[config.mk]
export PLATFORM = sky130hd
export DESIGN_NAME = scan_code_sequencer
export DESIGN_NICKNAME = d
export VERILOG_FILES = /design/src/rtl/scan_code_sequencer.sv
export SDC_FILE = /design/constraint.sdc
export NUM_CORES = 1
export LEC_CHECK = 0
export ABC_AREA = 1
export BUFFER_PORTS_ARGS = -buffer_cell sky130_fd_sc_hd__buf_2
export CELL_PAD_IN_SITES_DETAIL_PLACEMENT = 1
export CELL_PAD_IN_SITES_GLOBAL_PLACEMENT = 1
export CORE_ASPECT_RATIO = 0.9
export CORE_MARGIN = 3
export CORE_UTILIZATION = 46
export DETAILED_ROUTE_END_ITERATION = 16
export PLACE_DENSITY = 0.88
export SLEW_MARGIN = 20
export SYNTH_ARGS = -nofsm -noshare
export SYNTH_HDL_FRONTEND = slang
export SYNTH_HIERARCHICAL = 1
export SYNTH_SLANG_ARGS = --single-unit
export TNS_END_PERCENT = 1
[constraint.sdc]
create_clock -name CLK -period 4.56 [get_ports CLK]
set_input_delay 0.912 -clock CLK [delete_from_list [all_inputs] [get_ports CLK]]
set_output_delay 0.912 -clock CLK [all_outputs]
set_load 0.005 [all_outputs]
[src/rtl/scan_code_sequencer.sv]
// rtl/scan_code_sequencer.sv - PS/2 set-2 prefix sequencer with scan-to-ASCII lookup and character FIFO

module scan2ascii (
    input  logic [7:0] scan_code,
    output logic [7:0] ascii_code
);
    always_comb begin
        ascii_code = 8'h00;
        case (scan_code)
            8'h1C: ascii_code = 8'h41;
            8'h32: ascii_code = 8'h42;
            8'h21: ascii_code = 8'h43;
            8'h23: ascii_code = 8'h44;
            8'h24: ascii_code = 8'h45;
            8'h2B: ascii_code = 8'h46;
            8'h34: ascii_code = 8'h47;
            8'h33: ascii_code = 8'h48;
            8'h43: ascii_code = 8'h49;
            8'h3B: ascii_code = 8'h4A;
            8'h42: ascii_code = 8'h4B;
            8'h4B: ascii_code = 8'h4C;
            8'h3A: ascii_code = 8'h4D;
            8'h31: ascii_code = 8'h4E;
            8'h44: ascii_code = 8'h4F;
            8'h4D: ascii_code = 8'h50;
            8'h15: ascii_code = 8'h51;
            8'h2D: ascii_code = 8'h52;
            8'h1B: ascii_code = 8'h53;
            8'h2C: ascii_code = 8'h54;
            8'h3C: ascii_code = 8'h55;
            8'h2A: ascii_code = 8'h56;
            8'h1D: ascii_code = 8'h57;
            8'h22: ascii_code = 8'h58;
            8'h35: ascii_code = 8'h59;
            8'h1A: ascii_code = 8'h5A;
            8'h45: ascii_code = 8'h30;
            8'h16: ascii_code = 8'h31;
            8'h1E: ascii_code = 8'h32;
            8'h26: ascii_code = 8'h33;
            8'h25: ascii_code = 8'h34;
            8'h2E: ascii_code = 8'h35;
            8'h36: ascii_code = 8'h36;
            8'h3D: ascii_code = 8'h37;
            8'h3E: ascii_code = 8'h38;
            8'h46: ascii_code = 8'h39;
            8'h29: ascii_code = 8'h20;
            8'h5A: ascii_code = 8'h0D;
            default: ascii_code = 8'h00;
        endcase
    end
endmodule

module scan_code_sequencer #(
    parameter int FIFO_DEPTH     = 8,
    parameter int FIFO_AW        = 3,
    parameter int TIMEOUT_CYCLES = 50000,
    parameter int TO_W           = 16,
    parameter int REPEAT_EN      = 1
) (
    input  logic               CLK,
    input  logic               RESET_N,
    input  logic               SCAN_VALID,
    input  logic [7:0]         SCAN_DATA,
    output logic [7:0]         ASCII_OUT,
    output logic               ASCII_VALID,
    input  logic               ASCII_READY,
    output logic [FIFO_AW:0]   FIFO_COUNT,
    output logic               OVERFLOW,
    output logic               DROP,
    input  logic               CLR_FLAGS
);
    typedef enum logic [2:0] {
        S_IDLE,
        S_BREAK,
        S_EXT,
        S_EXT_BREAK,
        S_LOOKUP
    } state_t;

    state_t              state, state_next;
    logic [7:0]          scan_code;
    logic [7:0]          last_make;
    logic [7:0]          ascii_code;
    logic [TO_W-1:0]     to_cnt;
    logic [7:0]          mem [FIFO_DEPTH];
    logic [FIFO_AW-1:0]  wr_ptr, rd_ptr;
    logic [FIFO_AW:0]    count;
    logic                latch_code, clear_last, timeout, in_prefix;
    logic                code_ok, push, pop, full, wr_en, ovf_set, drop_set;

    scan2ascii u_scan2ascii (
        .scan_code  (scan_code),
        .ascii_code (ascii_code)
    );

    assign in_prefix = (state == S_BREAK) || (state == S_EXT) || (state == S_EXT_BREAK);
    assign timeout   = (to_cnt == TO_W'(TIMEOUT_CYCLES - 1));

    always_comb begin
        state_next = state;
        latch_code = 1'b0;
        clear_last = 1'b0;
        case (state)
            S_IDLE: begin
                if (SCAN_VALID) begin
                    if (SCAN_DATA == 8'hF0) begin
                        state_next = S_BREAK;
                    end else if (SCAN_DATA == 8'hE0 || SCAN_DATA == 8'hE1) begin
                        state_next = S_EXT;
                    end else begin
                        latch_code = 1'b1;
                        state_next = S_LOOKUP;
                    end
                end
            end
            S_BREAK: begin
                if (SCAN_VALID) begin
                    clear_last = (SCAN_DATA == last_make);
                    state_next = S_IDLE;
                end else if (timeout) begin
                    state_next = S_IDLE;
                end
            end
            S_EXT: begin
                if (SCAN_VALID) begin
                    state_next = (SCAN_DATA == 8'hF0) ? S_EXT_BREAK : S_IDLE;
                end else if (timeout) begin
                    state_next = S_IDLE;
                end
            end
            S_EXT_BREAK: begin
                if (SCAN_VALID || timeout) begin
                    state_next = S_IDLE;
                end
            end
            S_LOOKUP: state_next = S_IDLE;
            default:  state_next = S_IDLE;
        endcase
    end

    always_ff @(posedge CLK or negedge RESET_N) begin
        if (!RESET_N) begin
            state     <= S_IDLE;
            scan_code <= 8'h00;
            last_make <= 8'h00;
            to_cnt    <= '0;
        end else begin
            state <= state_next;
            if (latch_code) begin
                scan_code <= SCAN_DATA;
            end
            if (clear_last) begin
                last_make <= 8'h00;
            end else if (state == S_LOOKUP && code_ok) begin
                last_make <= scan_code;
            end
            if (state_next != state) begin
                to_cnt <= '0;
            end else if (in_prefix && !SCAN_VALID) begin
                to_cnt <= to_cnt + TO_W'(1);
            end
        end
    end

    // Only printable characters count as decoded; anything else from the table is ignored.
    assign code_ok  = (ascii_code >= 8'h20) && (ascii_code <= 8'h7E);
    assign push     = (state == S_LOOKUP) && code_ok &&
                      !((REPEAT_EN != 0) && (scan_code == last_make));
    assign full     = (count == (FIFO_AW + 1)'(FIFO_DEPTH));
    assign pop      = (count != '0) && ASCII_READY;
    assign wr_en    = push && (!full || pop);
    assign ovf_set  = push && full && !pop;
    assign drop_set = (state == S_LOOKUP) && SCAN_VALID;

    always_ff @(posedge CLK or negedge RESET_N) begin
        if (!RESET_N) begin
            for (int i = 0; i < FIFO_DEPTH; i++) begin
                mem[i] <= 8'h00;
            end
            wr_ptr   <= '0;
            rd_ptr   <= '0;
            count    <= '0;
            OVERFLOW <= 1'b0;
            DROP     <= 1'b0;
        end else begin
            if (wr_en) begin
                mem[wr_ptr] <= ascii_code;
                wr_ptr      <= wr_ptr + FIFO_AW'(1);
            end
            if (pop) begin
                rd_ptr <= rd_ptr + FIFO_AW'(1);
            end
            case ({wr_en, pop})
                2'b10:   count <= count + (FIFO_AW + 1)'(1);
                2'b01:   count <= count - (FIFO_AW + 1)'(1);
                default: count <= count;
            endcase
            // Clear wins over a same-cycle set.
            if (CLR_FLAGS) begin
                OVERFLOW <= 1'b0;
                DROP     <= 1'b0;
            end else begin
                if (ovf_set)  OVERFLOW <= 1'b1;
                if (drop_set) DROP     <= 1'b1;
            end
        end
    end

    assign ASCII_OUT   = mem[rd_ptr];
    assign ASCII_VALID = (count != '0);
    assign FIFO_COUNT  = count;

endmodule

==> results.sh, run 1 <==
export IMPL_finalCriticalPeriod_ns=4.08
export IMPL_crit_path_start_kind="register"
export IMPL_ys_ff_latch=111
export IMPL_cp_required_ns=4.85
export IMPL_global_route_overflow_total=0
export IMPL_maxSlewViolCount=0
export IMPL_synth_avg_cell_area_um2=7.48
export IMPL_hold_path_class="reg2reg"
export IMPL_clk_path_buf_depth=2
export IMPL_synth_edf_count=0
export IMPL_drive_gt1_frac=0.115
export IMPL_cp_end_kind="register"
export IMPL_synth_area_top_cells="dfrtp_1 (41%), nand2_1 (15%), nor2_1 (6.7%), nand4_1 (6.3%), o21ai_0 (4.0%)"
export IMPL_ys_seq_area_frac=0.414
export IMPL_drcViolationCount=0
export IMPL_max_freq_mhz=245
export IMPL_cts_htree_levels=3
export IMPL_ctsHoldBuffers=0
export IMPL_start_util=0.474
export IMPL_io_buffer_count=27
export IMPL_setup_violations=0
export IMPL_die_x_um=133
export IMPL_relSlewSlack=0.450
export IMPL_ys_flop_type="dfrtp_1"
export IMPL_drt_pass1_iterations=5
export IMPL_wl_per_cell_um=17.9
export IMPL_synth_largest_area_cell="dfrtp_1"
export IMPL_power_mw=3.83
export IMPL_cts_resized=0
export IMPL_antenna_cells=0
export IMPL_cts_root_buf="clkbuf_16"
export IMPL_first_global_vias=6480
export IMPL_fin_crit_sh=0.895
export IMPL_dieArea_um2=16100
export IMPL_synth_top_family_by_area="simple AND/OR/NAND/NOR gates"
export IMPL_clk_pin_slew_ns=0.07
export IMPL_fin_worst_skew_ns=0.0125
export IMPL_synth_compound_area_frac=0.0862
export IMPL_antenna_found_initial=0
export IMPL_p_per_area_nw_per_um2=529
export IMPL_ant_nets=0
export IMPL_synthAdderAreaFrac=0.0243
export IMPL_grt_total_usage=0.257
export IMPL_dieHeight_um=121
export IMPL_place_hpwl_mm=13.7
export IMPL_fillers=1814
export IMPL_syn_num_nets=923
export IMPL_synth_top_cell_area_share=0.414
export IMPL_finalSetupTns_ns=0
export IMPL_vias=6296
export IMPL_clock_latency_ns=0.36
export IMPL_fp_coreArea_um2=14200
export IMPL_rsz0062_at_grt="false"
export IMPL_synth_warnings=6
export IMPL_postSynth_asyncResetShare=1.00
export IMPL_muxShareOfSynthArea=0.00149
export IMPL_numCtsBuffers=9
export IMPL_syn_to_final_growth_pct=8.02
export IMPL_rows=41
export IMPL_synth_commonest_cells="nand2_1 (264), nor2_1 (119), dfrtp_1 (111)"
export IMPL_drt_vias_per_instance=5.67
export IMPL_wl_mm=19.9
export IMPL_synth_xor_area_frac=0.0405
export IMPL_postSynthCellCount=897
export IMPL_grt_pass1_wl_mm=33.4
export IMPL_synth_most_common_cell="nand2_1"
export IMPL_synth_distinct_cells=37
export IMPL_final_nets=940
export IMPL_maxCapViolCount=0
export IMPL_postCtsSetupRepairBufs=0
export IMPL_vdd_drop_max_v=0.000330
export IMPL_synth_area_um2=6710
export IMPL_gp_congestion=0.878
export IMPL_status="finished, final reports clean"
export IMPL_synthSimpleGateAreaFrac=0.359
export IMPL_power_leakage_nw=3.59
export IMPL_worst_ep_arrival_time_ns=4.37
export IMPL_hold_viol_final=0
export IMPL_ios=28
export IMPL_tightest_slew_ns=0.825
export IMPL_drt_iter0_markers=438
export IMPL_worstSetupPathType="reg2reg"
export IMPL_cp_max_fo=9
export IMPL_numClockSinks=111
export IMPL_grt_max_degree=66
export IMPL_cts_tree="built"
-- worst max-delay path, stage by stage (launching register included) --
cell and delay (ns):
dfrtp_1 0.52, inv_1 0.20, ha_1 0.41, nand2_2 0.13
nand2_1 0.13, nand2_1 0.06, a21oi_1 0.11, o21ai_0 0.09
a21oi_1 0.65, nand4_1 0.20, o211ai_2 0.29, nor2_4 0.07
nand2_1 0.14, ha_1 0.26, xor2_1 0.22, nand2_1 0.08
nor2_1 0.12, a21oi_1 0.07, o21ai_0 0.10, xor2_1 0.16
-- per-layer routing --
| metal | up-vias | GRT usage | share of wire |
|---|---|---|---|
| met5 | - | 0 | 0 |
| li1 | 2978 | - | - |
| met2 | 164 | 0.413 | 0.47 |
| met1 | 3124 | 0.361 | 0.47 |
| met3 | 30 | 0.0503 | 0.048 |
| met4 | 0 | 0.0643 | 0.015 |
-- final timing paths --
check                      slack (ns)                      from                         to  cells past startpoint
max                              0.48  scan_code[1]$_DFFE_PN0P_  FIFO_COUNT[3]$_DFFE_PN0P_                     19
min                              0.47       mem[55]$_DFFE_PN0P_        mem[55]$_DFFE_PN0P_                      2
max reg2reg                      0.48  scan_code[1]$_DFFE_PN0P_  FIFO_COUNT[3]$_DFFE_PN0P_                     19
min reg2reg                      0.47       mem[55]$_DFFE_PN0P_        mem[55]$_DFFE_PN0P_                      2
max in group asynchronous        3.02                   RESET_N         mem[5]$_DFFE_PN0P_                      2
min in group asynchronous        0.63                   RESET_N      to_cnt[8]$_DFFE_PN0P_                      1
-- flip-flops by register name (all words and copies together), names as in the netlist --
register    flops
mem            64
to_cnt         16
last_make       8
scan_code       8
FIFO_COUNT      4
rd_ptr          3
state           3
wr_ptr          3
DROP            1
OVERFLOW        1
-- where the power goes --
part	internal (mW)	leakage [nW]	switching (mW)
Sequential	1.19	1.50	0.213
Clock	0.439	0.145	0.368
Combinational	0.542	1.94	1.08
Total	2.17	3.59	1.67
-- cells by family (layout without fill, tap and decap cells) --
family                   after synthesis  in the layout
AND/OR/NAND/NOR                      534            534
flip-flops                           111            111
AO/OA/AOI/OAI                        106            106
buffers and inverters                100            121
XOR/XNOR                              31             31
adder cells (fa/ha/maj)               13             13
other                                  1              1
multiplexers                           1              1
-- through the flow --
step	std cells	worst slack, ns	area (µm²)	hold WS (ns)	utilization
after global placement	1096	0.760	6950	0.447	0.491
after detailed placement	1096	0.558	6950	0.453	0.491
final	1111	0.480	7240	0.467	0.512
after global routing	1111	0.104	7240	0.495	0.512
after floorplan	897	1.40	6710	0.431	-
after CTS	1111	0.484	7240	0.471	0.512
-- cell type report --
| class | instances | area (µm²) | area share |
|---|---|---|---|
| clock buffers | 10 | 239 | 0.0330 |
| clock inverters | 5 | 56.3 | 0.00777 |
| inverters | 62 | 233 | 0.0321 |
| multi-input cells | 686 | 3430 | 0.474 |
| flip-flops and latches | 111 | 2780 | 0.383 |
| well taps | 193 | 241 | 0.0333 |
| repair buffers | 44 | 265 | 0.0366 |
-- cells in the final DEF (no fill, tap or decap), types with 22 or more instances in the layout --
cell       n
nor2_1   119
nand3_1   32
a21oi_1   22
o21ai_0   54
buf_2     26
nand2_1  264
dfrtp_1  111
inv_1     53
nand4_1   68
No activity file was read; power rests on OpenSTA's default activity.
==> inputs of run 2 (changes only) <==
Settings changed: CORE_ASPECT_RATIO 0.9 to unset.
==> results.sh, run 2 (synthesis results as in run 1) <==
export IMPL_max_freq_mhz=241
export IMPL_die_x_um=127
export IMPL_top_register="mem"
export IMPL_p_switching_mw=1.67
export IMPL_rsz0062_at_grt="false"
export IMPL_min_to="mem[35]$_DFFE_PN0P_"
export IMPL_final_nets=935
export IMPL_cp_required_ns=4.81
export IMPL_crit_buf_inv=2
export IMPL_cts_htree_levels=3
export IMPL_io_buffer_count=27
export IMPL_cp_top_family="compound AO/OA/AOI/OAI gates"
export IMPL_r2r_end="FIFO_COUNT[2]$_DFFE_PN0P_"
export IMPL_final_common_cell="nand2_1"
export IMPL_fillers=1817
export IMPL_wl_mm=19.7
export IMPL_swShare=0.435
export IMPL_tightest_slew_ns=0.854
export IMPL_setup_violations=0
export IMPL_drive_gt1_frac=0.112
export IMPL_dieHeight_um=127
export IMPL_drt_iter0_markers=436
export IMPL_cp_max_fo=11
export IMPL_clk_path_buf_depth=2
export IMPL_drcViolationCount=0
export IMPL_ios=28
export IMPL_relSlewSlack=0.429
export IMPL_rows=43
export IMPL_p_per_area_nw_per_um2=531
export IMPL_cp_slowest_cell="a21oi_1"
export IMPL_maxSlewViolCount=0
export IMPL_worstHoldStart="mem[35]$_DFFE_PN0P_"
export IMPL_internal_power_mw=2.16
export IMPL_gp_congestion=0.949
export IMPL_reg2reg_depth=19
export IMPL_vdd_drop_max_v=0.000339
export IMPL_drt_pass1_iterations=5
export IMPL_ctsHoldBuffers=0
export IMPL_largest_reg_flops=64
export IMPL_wl_met2_mm=9.71
export IMPL_fin_crit_sh=0.910
export IMPL_hold_path_depth=2
export IMPL_cpPeakStageDelay_ns=0.64
export IMPL_pwr_share_seq=0.365
export IMPL_fp_coreArea_um2=14000
export IMPL_grt_max_degree=66
export IMPL_numClockSinks=111
export IMPL_worst_slack_ns=0.408
export IMPL_layout_common_cells="nand2_1 (264), nor2_1 (119), dfrtp_1 (111), nand4_1 (68), o21ai_0 (54)"
export IMPL_postCtsSetupRepairBufs=0
export IMPL_finalSetupTns_ns=0
export IMPL_fin_worst_skew_ns=0.0113
export IMPL_drt_vias_per_instance=5.72
export IMPL_global_route_overflow_total=0
export IMPL_antenna_cells=0
export IMPL_antenna_found_initial=0
export IMPL_rrSetupSlack_ns=0.41
export IMPL_rr_startpoint="scan_code[1]$_DFFE_PN0P_"
export IMPL_ant_nets=0
export IMPL_status="finished, final reports clean"
export IMPL_worstSetupPathType="reg2reg"
export IMPL_wl_per_cell_um=18.0
export IMPL_met1_length_mm=8.86
export IMPL_cts_resized=0
export IMPL_grt_pass1_wl_mm=33.3
export IMPL_syn_to_final_growth_pct=7.39
export IMPL_cp_end_kind="register"
export IMPL_vias=6253
export IMPL_numCtsBuffers=9
export IMPL_dieArea_um2=16100
export IMPL_dr_max_layer_used="met4"
export IMPL_power_frac_comb=0.419
export IMPL_clk_pin_slew_ns=0.08
export IMPL_clock_power_share=0.216
export IMPL_hold_viol_final=0
export IMPL_top_regs="mem: 64 flops, to_cnt: 16 flops"
export IMPL_crit_path_start_kind="register"
export IMPL_grt_total_usage=0.255
export IMPL_first_global_vias=6618
export IMPL_clock_latency_ns=0.37
export IMPL_cts_tree="built"
export IMPL_maxCapViolCount=0
export IMPL_place_area_um2=6890
export IMPL_cts_root_buf="clkbuf_16"
export IMPL_worst_ep_arrival_time_ns=4.40
export IMPL_power_leakage_nw=3.56
export IMPL_start_util=0.478
export IMPL_met3WireLength_um=761
export IMPL_hold_path_class="reg2reg"
export IMPL_place_ws_ns=0.457
export IMPL_path_cells="inv_1, ha_1, nand2_2, nand2_1, nand2_1, a21oi_1, o21ai_0, a21oi_1, nand4_1, o211ai_2, buf_4, nor2_4, nand2_1, ha_1, xor2_1, ha_1, a21oi_1, xnor2_1, o21ai_0"
export IMPL_place_hpwl_mm=13.8
export IMPL_finalCriticalPeriod_ns=4.15
export IMPL_stdcell_area_um2=7200
-- run 2: cell types whose count changed in the layout (fill, tap and decap cells not counted) --
cell,previous run,this run
inv_6,1,2
buf_4,18,13
clkinvlp_4,1,2
clkinv_2,2,1
-- run 2: per-stage QoR --
stage | hold WS (ns) | std cells | power, mW | utilization
2_1_floorplan | 0.431 | 897 | 2.47 | -
3_3_place_gp | 0.447 | 1078 | 2.94 | 0.491
3_5_place_dp | 0.450 | 1078 | 3.00 | 0.491
4_1_cts | 0.470 | 1094 | 3.84 | 0.513
5_1_grt | 0.492 | 1094 | 4.11 | 0.513
6_report | 0.466 | 1094 | 3.83 | 0.513
-- run 2: power groups by stage --
stage / registers, mW / clock network [mW] / logic, mW
5_1_grt: 1.43 / 0.881 / 1.80
3_5_place_dp: 1.41 / 0 / 1.59
6_report: 1.40 / 0.827 / 1.60
3_3_place_gp: 1.40 / 0 / 1.54
4_1_cts: 1.40 / 0.845 / 1.60
2_1_floorplan: 1.35 / 0 / 1.12
-- run 2: layout make-up --
cell class | instances | area, µm² | share of cell area
multi-input combinational | 686 | 3430 | 0.476
sequential | 111 | 2780 | 0.386
clock buffer | 10 | 239 | 0.0332
inverter | 62 | 233 | 0.0323
timing repair buffer | 39 | 228 | 0.0316
tap | 180 | 225 | 0.0313
clock inverter | 6 | 67.6 | 0.00938
-- run 2: how the worst max path moves through the flow --
| stage | from | to | slack [ns] | cells after the start |
|---|---|---|---|---|
| 5_1_grt | scan_code[1]$_DFFE_PN0P_ | FIFO_COUNT[2]$_DFFE_PN0P_ | 0.11 | 19 |
| 2_1_floorplan | scan_code[1]$_DFFE_PN0P_ | FIFO_COUNT[2]$_DFFE_PN0P_ | 1.40 | 19 |
| 6_report | scan_code[1]$_DFFE_PN0P_ | FIFO_COUNT[2]$_DFFE_PN0P_ | 0.41 | 19 |
| 4_1_cts | scan_code[1]$_DFFE_PN0P_ | FIFO_COUNT[3]$_DFFE_PN0P_ | 0.45 | 20 |
| 3_5_place_dp | scan_code[1]$_DFFE_PN0P_ | FIFO_COUNT[2]$_DFFE_PN0P_ | 0.46 | 19 |
| 3_3_place_gp | scan_code[2]$_DFFE_PN0P_ | FIFO_COUNT[2]$_DFFE_PN0P_ | 0.63 | 18 |
-- run 2: worst reg2reg max path, cell delays in order (launching register included) --
cell and delay [ns]:
dfrtp_1 0.52, inv_1 0.20, ha_1 0.41, nand2_2 0.11, nand2_1 0.11, nand2_1 0.06
a21oi_1 0.11, o21ai_0 0.09, a21oi_1 0.64, nand4_1 0.19, o211ai_2 0.19, buf_4 0.22
nor2_4 0.06, nand2_1 0.14, ha_1 0.25, xor2_1 0.11, ha_1 0.20, a21oi_1 0.19
xnor2_1 0.14, o21ai_0 0.08
-- run 2: routing by layer --
metal / vias to the layer above / track usage
li1: 2977 / -
met1: 3121 / 0.331
met2: 125 / 0.433
met3: 30 / 0.0476
met4: 0 / 0.0757
met5: - / 0
